[src/rtl/tdm_pkg.sv]
// Shared types and constants for the 8-slot TDM demultiplexer.
package tdm_pkg;

  localparam int unsigned NUM_SLOTS = 8;
  localparam int unsigned SLOT_W    = 3;

  // PAR is only reached when TDM_DEMUX8_PARITY_EN is defined.
  typedef enum logic [1:0] {
    IDLE = 2'd0,
    RECV = 2'd1,
    PAR  = 2'd2
  } tdm_state_e;

endpackage

[src/rtl/tdm_slot_ctr.sv]
// Slot counter for tdm_demux8: clear has priority over load-to-1, which
// has priority over increment. The counter wraps naturally at 8 slots.
module tdm_slot_ctr
  import tdm_pkg::*;
(
  input  logic              clk,
  input  logic              rst,
  input  logic              clr_i,
  input  logic              load_i,
  input  logic              inc_i,
  output logic [SLOT_W-1:0] cnt_o
);

  logic [SLOT_W-1:0] cnt_q;
  logic [SLOT_W-1:0] cnt_d;

  // Next count selection.
  always_comb begin
    cnt_d = cnt_q;
    if (clr_i) begin
      cnt_d = '0;
    end else if (load_i) begin
      cnt_d = SLOT_W'(1);
    end else if (inc_i) begin
      cnt_d = cnt_q + SLOT_W'(1);
    end
  end

  // Count register.
  always_ff @(posedge clk or posedge rst) begin
    if (rst) begin
      cnt_q <= '0;
    end else begin
      cnt_q <= cnt_d;
    end
  end

  assign cnt_o = cnt_q;

endmodule

[src/rtl/tdm_demux8.sv]
// 8-slot TDM demultiplexer: captures one DATA_W sample per enabled cycle
// into a shadow frame starting at a sync strobe, then publishes the frame.
// Optional trailing even-parity beat: define TDM_DEMUX8_PARITY_EN.
module tdm_demux8
  import tdm_pkg::*;
#(
  parameter int unsigned DATA_W = 1
) (
  input  logic                        clk,
  input  logic                        rst,
  input  logic [DATA_W-1:0]           din,
  input  logic                        sync,
  input  logic                        en,
  output logic [NUM_SLOTS*DATA_W-1:0] d_out,
  output logic                        frame_valid,
  output logic                        busy,
  output logic                        sync_err,
  output logic                        parity_err
);

  localparam int unsigned FRAME_W = NUM_SLOTS * DATA_W;

  tdm_state_e         state_q, state_d;
  logic [FRAME_W-1:0] shadow_q, shadow_d;
  logic [FRAME_W-1:0] d_out_q, d_out_d;
  logic               fv_q, fv_d;
  logic               se_q, se_d;
  logic               busy_q;
  logic               ctr_clr, ctr_load, ctr_inc;
  logic [SLOT_W-1:0]  slot_cnt;
`ifdef TDM_DEMUX8_PARITY_EN
  logic               pe_q, pe_d;
`endif

  tdm_slot_ctr u_slot_ctr (
    .clk    (clk),
    .rst    (rst),
    .clr_i  (ctr_clr),
    .load_i (ctr_load),
    .inc_i  (ctr_inc),
    .cnt_o  (slot_cnt)
  );

  // Next-state, shadow capture and pulse generation; en=0 holds everything.
  always_comb begin
    state_d  = state_q;
    shadow_d = shadow_q;
    d_out_d  = d_out_q;
    fv_d     = 1'b0;
    se_d     = 1'b0;
    ctr_clr  = 1'b0;
    ctr_load = 1'b0;
    ctr_inc  = 1'b0;
`ifdef TDM_DEMUX8_PARITY_EN
    pe_d     = 1'b0;
`endif
    if (en) begin
      case (state_q)
        IDLE: begin
          if (sync) begin
            shadow_d = FRAME_W'(din);
            ctr_load = 1'b1;
            state_d  = RECV;
          end
        end
        RECV: begin
          if (sync) begin
            // Mid-frame sync: drop the partial frame and restart at slot 0.
            se_d     = 1'b1;
            shadow_d = FRAME_W'(din);
            ctr_load = 1'b1;
          end else begin
            shadow_d[slot_cnt*DATA_W +: DATA_W] = din;
            ctr_inc = 1'b1;
            if (slot_cnt == SLOT_W'(NUM_SLOTS - 1)) begin
`ifdef TDM_DEMUX8_PARITY_EN
              state_d = PAR;
`else
              d_out_d = shadow_d;
              fv_d    = 1'b1;
              ctr_clr = 1'b1;
              state_d = IDLE;
`endif
            end
          end
        end
`ifdef TDM_DEMUX8_PARITY_EN
        PAR: begin
          if (sync) begin
            se_d     = 1'b1;
            shadow_d = FRAME_W'(din);
            ctr_load = 1'b1;
            state_d  = RECV;
          end else begin
            // din[0] completes even parity over the whole captured frame.
            if (din[0] == ^shadow_q) begin
              d_out_d = shadow_q;
              fv_d    = 1'b1;
            end else begin
              pe_d = 1'b1;
            end
            ctr_clr = 1'b1;
            state_d = IDLE;
          end
        end
`endif
        default: begin
          ctr_clr = 1'b1;
          state_d = IDLE;
        end
      endcase
    end
  end

  // State, frame and output registers.
  always_ff @(posedge clk or posedge rst) begin
    if (rst) begin
      state_q  <= IDLE;
      shadow_q <= '0;
      d_out_q  <= '0;
      fv_q     <= 1'b0;
      se_q     <= 1'b0;
      busy_q   <= 1'b0;
    end else begin
      state_q  <= state_d;
      shadow_q <= shadow_d;
      d_out_q  <= d_out_d;
      fv_q     <= fv_d;
      se_q     <= se_d;
      busy_q   <= (state_d != IDLE);
    end
  end

`ifdef TDM_DEMUX8_PARITY_EN
  // Parity error pulse register.
  always_ff @(posedge clk or posedge rst) begin
    if (rst) begin
      pe_q <= 1'b0;
    end else begin
      pe_q <= pe_d;
    end
  end

  assign parity_err = pe_q;
`else
  assign parity_err = 1'b0;
`endif

  assign d_out       = d_out_q;
  assign frame_valid = fv_q;
  assign sync_err    = se_q;
  assign busy        = busy_q;

endmodule

[config.mk]
export PLATFORM = sky130hd
export DESIGN_NAME = tdm_demux8
export DESIGN_NICKNAME = d
export VERILOG_FILES = /design/src/rtl/tdm_pkg.sv /design/src/rtl/tdm_slot_ctr.sv /design/src/rtl/tdm_demux8.sv
export SDC_FILE = /design/constraint.sdc
export NUM_CORES = 1
export LEC_CHECK = 0
export CAP_MARGIN = 20
export CORE_MARGIN = 3
export CORE_UTILIZATION = 50
export CTS_BUF_LIST = sky130_fd_sc_hd__clkbuf_4 sky130_fd_sc_hd__clkbuf_8
export DETAILED_ROUTE_END_ITERATION = 8
export GPL_ROUTABILITY_DRIVEN = 0
export GPL_TIMING_DRIVEN = 0
export MAX_ROUTING_LAYER = met4
export PLACE_DENSITY = 0.85
export SLEW_MARGIN = 20
export SYNTH_ARGS = -nofsm -noshare
export SYNTH_HDL_FRONTEND = slang
export SYNTH_SLANG_ARGS = --single-unit
export TNS_END_PERCENT = 5
[constraint.sdc]
create_clock -name clk -period 2.5 [get_ports clk]
set_clock_uncertainty 0.2 [all_clocks]
set_input_delay 0.375 -clock clk [delete_from_list [all_inputs] [get_ports clk]]
set_output_delay 0.375 -clock clk [all_outputs]
set_load 0.05 [all_outputs]
==> Yosys cells after proc, flatten, opt, wreduce, memory -nomap -nowiden <==
Cells that the tools add are included.
{ "classes": {"muxes": 26, "n_shift": 2, "add_sub_neg": 2, "n_eq_ne": 3, "bitwise": 1, "n_reduce_logical": 7} }
{ "op_table": {"columns": ["cell", "count"], "rows": [
  ["negator 3 -> 34 bit", 1],
  ["variable shift 1 x 34 -> 8 bit (first input constant)", 1],
  ["variable part select 1 x 34 -> 8 bit", 1],
  ["two-way mux 8 bit", 2],
  ["one-hot mux 8 bit (2 select lines)", 1],
  ["two-way mux 1 bit", 13],
  ["two-way mux 3 bit", 3],
  ["bitwise mux 8 bit", 1],
  ["two-way mux 2 bit", 4],
  ["one-hot mux 2 bit (2 select lines)", 1],
  ["AND reduction 4 bit", 1],
  ["nonzero test 2 bit", 2],
  ["adder 3 x 1 -> 3 bit (second input constant)", 1],
  ["== test 3 bit (second input constant)", 1],
  ["AND reduction 3 bit", 1],
  ["nonzero test 3 bit", 1],
  ["== test 2 x 1 -> 1 bit (second input constant)", 1],
  ["zero test 2 bit", 1],
  ["inequality test 2 bit (second input constant)", 1],
  ["one-hot mux 1 bit (2 select lines)", 1],
  ["OR reduction 2 bit", 1],
  ["NOT 1 bit", 1]
]} }
{ "word_totals": {"input_bits": 5, "out_inout_bits": 12, "register_bits": 24} }

==> Longest topological paths before layout <==
Gate-level depths: netlist (run 1).
{ "logic_depth": {"ltp_word": 6, "ltp_mapped": 8} }

==> Modules after synthesis <==
From an unflattened synthesis (run 1), not the netlist that was laid out.
{ "hier_totals": {"cells_unflattened": 129, "area_unflattened_um2": 1296.2} }
{ "by_module_without_submodules": {"columns": ["module", "n_inst", "area_each_um2", "cells_per_inst"], "rows": [
  ["tdm_demux8", 1, 1144.8, 115],
  ["tdm_slot_ctr", 1, 151.4, 14]
]} }

==> Worst setup path before layout (run 1) <==
Ideal clock, no wire load.
{ "synth_timing": {"kind": "flip-flop to flip-flop", "start": "register u_slot_ctr.cnt_q[0], in the netlist u_slot_ctr.cnt_o[0]", "end": "register shadow_q[0]", "stages_incl_launch_ff": 9, "setup_ns": 0.125, "setup_slack_ns": 0.243, "n_path_buf": 1, "synth_period_minus_slack_ns": 2.257, "arrival_time_ns": 1.933, "cell_sequence": "dfrtp_1 > clkbuf_2 > inv_1 > ha_1 > ha_1 > nor4b_1 > nand3_1 > a31oi_1 > mux2_2"} }
{ "synth_between": {"elab_chain_len": 5} }
{ "synth_rtl": {"columns": ["item", "line", "source"], "rows": [
  ["start: declaration", "tdm_slot_ctr.sv:14", "logic [SLOT_W-1:0] cnt_q;"],
  ["start signal: assignment", "tdm_slot_ctr.sv:34", "cnt_q <= cnt_d;"],
  ["negator 3 -> 34 bit *", "tdm_demux8.sv:73", "shadow_d[slot_cnt*DATA_W +: DATA_W] = din;"],
  ["variable part select 1 x 34 -> 8 bit or variable shift 1 x 34 -> 8 bit (tied branches)", "tdm_demux8.sv:73", null],
  ["bitwise mux 8 bit *", "tdm_demux8.sv:73", null],
  ["two-way mux 8 bit *", "tdm_demux8.sv:67", "if (sync) begin"],
  ["one-hot mux 8 bit (2 select lines) *", "tdm_demux8.sv:58", "case (state_q)"],
  ["end signal: assignment", "tdm_demux8.sv:126", "shadow_q <= shadow_d;"],
  ["end: declaration", "tdm_demux8.sv:24", "logic [FRAME_W-1:0] shadow_q, shadow_d;"]
]} }
Every way passes the cells marked *; elsewhere a longest branch is shown, timed or not.
A chain may end at the register's enable or synchronous reset.

==> Final worst setup path (run 1) <==
Ends and elaborated chain as after synthesis.

==> impl_metrics.ini, run 1 <==
[sta]
setup_slack_ns = 0.115
fin_crit_sh = 0.954
finalHoldViolations = 0
fmax_mhz = 419
fin_crit_ns = 2.38
rsz0062_at_grt = no
finalSetupViolCount = 0
max-slew-margin-rel = 0.406
setup_tns_ns = 0
worst_hold_slack_ns = 0.123
slew_viol_final = 0
tightest_slew_ns = 0.890

[power]
p_clk_frac = 0.206
leakage_nw = 0.687
combPwrFrac = 0.424
switching_power_mw = 0.543
p_sw_frac = 0.398
p_int_mw = 0.822
seq_power_share = 0.370
ir_drop_v = 0.000819
p_total_mw = 1.36
pwr_density_cell_mw_per_mm2 = 924

[floorplanning]
core_mm2 = 0.00228
die_w_um = 55.8
die_y_um = 55.8
num_rows = 17
io_pins = 17
die_area_mm2 = 0.00312
initial_core_util = 0.545

[cts]
cts-htree-levels = 1
cts_tree = yes
clock_latency_ns = 0.32
ctsLongestPathBuffers = 2
clk_pin_slew_ns = 0.13
cts_buffers = 3
root_buffer = clkbuf_4
clock-sinks = 24

[global_route]
gr-total-overflow = 0
grt_pass1_vias = 984
antenna_found_initial = 0
grt_use_total = 0.183
grt_first_pass_wirelength_mm = 4.39
grt_max_degree = 25

[critical_path]
cp.required_ns = 2.52
regToRegEndpoint = shadow_q[0]
end_kind = flip-flop
worstReg2RegStart = u_slot_ctr.cnt_o[0]
cp-endpoint = shadow_q[0]
critPathLaunchType = flip-flop
r2r_slack_ns = 0.12
worst-setup-path-type = flip-flop to flip-flop
ff2ff_path_depth = 8
cp_data_arrival_time_ns = 2.40
cp-startpoint = u_slot_ctr.cnt_o[0]
critical_path.max_fanout = 9

[logic_synthesis]
ys.warnings.count = 0
ys_seq_elements = 24
synth_nets = 140
synth_top_area_cell = dfrtp_1
synth-seq-area-share = 0.484
avgSynthCellArea_um2 = 9.47
synth_top_area_share = 0.484
synth_cell_type_count = 32
synth_area_leaders = dfrtp_1 (48%), mux2i_1 (6.5%), a21oi_1 (6.0%), ha_1 (4.0%), inv_1 (3.3%)
syn_inst = 131
netlist_area_mm2 = 0.00124

[routing]
viasPerCell = 5.66
dr.first_iter.drc_count = 27
num_vias = 1001
antenna_left = 0
dr.pass1.iters = 4
highest_layer = met4
wl_met3_um = 91
drc = 0
wirelength_mm = 2.63
drt-met1-wl_mm = 1.14
route.met2.wl_mm = 1.34
wire_per_inst_um = 14.9

[placed_design]
dpl.hpwl_mm = 1.91
dpl_worst_slack_ns = 0.0205
io_buffers = 13

[final_layout]
drive_gt1_frac = 0.114
fillCellCount = 176
antenna_cells = 0
nNetsFinal = 159
areaGrowthSynthToFinish_pct = 19.1

[worst_hold_path]
holdCritPathClass = input port to flip-flop

[job]
cap_violations = 0

[run_status]
status = complete, no violations
## placed cells by master (no fill, tap or decap), drive strengths merged, types with 6 or more instances in the layout
master	n
inv	11
nor2	10
nand2	10
a21oi	15
nor2b	6
buf	7
clkdlybuf4s50	13
dfrtp	24
mux2i	8
## kinds of logic (layout without fill, tap and decap cells)
group,Yosys count,after routing,share of synthesized area
muxes,9,9,0.0736
AOI/OAI and AO/OA,31,31,0.145
buffers and inverters,18,36,0.0675
and+or+nand+nor,44,44,0.187
adders and majority gates,4,4,0.0403
DFF,24,24,0.484
other,1,1,0.00302
## synth_stat cells
master / number
o22ai_1: 5
o21ai_0: 4
o21ba_2: 1
nand4b_1: 1
a21o_1: 1
and3_1: 1
nand3_1: 5
nor2b_1: 6
a221o_1: 1
mux2_2: 1
a31oi_1: 1
and4bb_1: 1
and3b_1: 1
a21oi_1: 15
o21ai_1: 1
dfrtp_1: 24
ha_1: 4
nor3_1: 2
clkbuf_2: 1
buf_2: 3
conb_1: 1
nand4_1: 2
inv_1: 11
buf_4: 3
o211ai_1: 2
or2_2: 1
nand2_1: 10
nor4b_1: 1
nor2_1: 10
mux2i_1: 8
and2_1: 2
or4_1: 1
## registers in the layout (all words and copies together), names as in the netlist
name and cells:
frame_valid 1, sync_err 1, state_q 2, u_slot_ctr.cnt_o 3
shadow_q 8, busy 1, d_out 8
## through the flow
step | util | instance area, um^2 | std cells
2_1_floorplan | - | 1240 | 131
3_3_place_gp | 0.618 | 1410 | 172
3_5_place_dp | 0.618 | 1410 | 172
4_1_cts | 0.644 | 1470 | 176
5_1_grt | 0.649 | 1480 | 177
6_report | 0.649 | 1480 | 177
## cell type report
cell class / count / area, um^2 / share of cell area
sequential: 24 / 601 / 0.406
multi-input combinational: 89 / 566 / 0.383
timing repair buffer: 14 / 138 / 0.0931
buffer: 7 / 45.0 / 0.0305
inverter: 11 / 41.3 / 0.0279
tap: 28 / 35.0 / 0.0237
clock inverter: 1 / 30.0 / 0.0203
clock buffer: 3 / 22.5 / 0.0152
## routing by layer
metal / vias to the layer above / track usage
met5: - / -
met4: 0 / 0.0814
met3: 10 / 0.0302
met2: 37 / 0.306
met1: 463 / 0.217
li1: 491 / -
## critical path, cell delays in order (launching register included)
cell and delay (ns):
dfrtp_1 0.37, clkbuf_4 0.19, inv_1 0.09, ha_1 0.21, ha_1 0.31, nor4b_2 0.23
nand3_1 0.13, a31oi_1 0.20, mux2_2 0.35
## how the worst min path moves through the flow
stage           startpoint           to  depth (start not counted)
2_1_floorplan          rst         busy                          1
3_3_place_gp   shadow_q[0]  shadow_q[0]                          1
3_5_place_dp   shadow_q[0]  shadow_q[0]                          1
4_1_cts                 en   state_q[1]                          2
5_1_grt                 en   state_q[1]                          2
6_report                en   state_q[1]                          2
## power groups by stage
stage	Combinational [mW]	Sequential, mW	Clock [mW]
2_1_floorplan	0.195	0.708	0
3_3_place_gp	0.552	0.505	0
3_5_place_dp	0.567	0.512	0
4_1_cts	0.574	0.505	0.288
5_1_grt	0.614	0.514	0.297
6_report	0.579	0.504	0.282
## timing repair
item | in CTS | in global routing
hold buffers | 0 | 0
pin swaps | 0 | 1
setup buffers | 0 | 1
endpoints found under the hold margin | 0 | 0
resized for setup | 1 | 3
gates cloned | 0 | 0
endpoints found under the setup margin | 1 | 4
Note: power is estimated with default switching activity, not from simulation.
==> inputs of run 2 (changes only) <==
==> constraint.sdc (replaced) <==
create_clock -name clk -period 2.5 [get_ports clk]
set_clock_uncertainty 0.2 [all_clocks]
set_input_delay 0.5 -clock clk [delete_from_list [all_inputs] [get_ports clk]]
set_output_delay 0.5 -clock clk [all_outputs]
set_load 0.05 [all_outputs]
==> results of run 2 <==
Same layout as run 1 (identical final DEF). Status: complete, no violations.
Among the figures that moved: hold slack 0.123 ns -> 0.248 ns
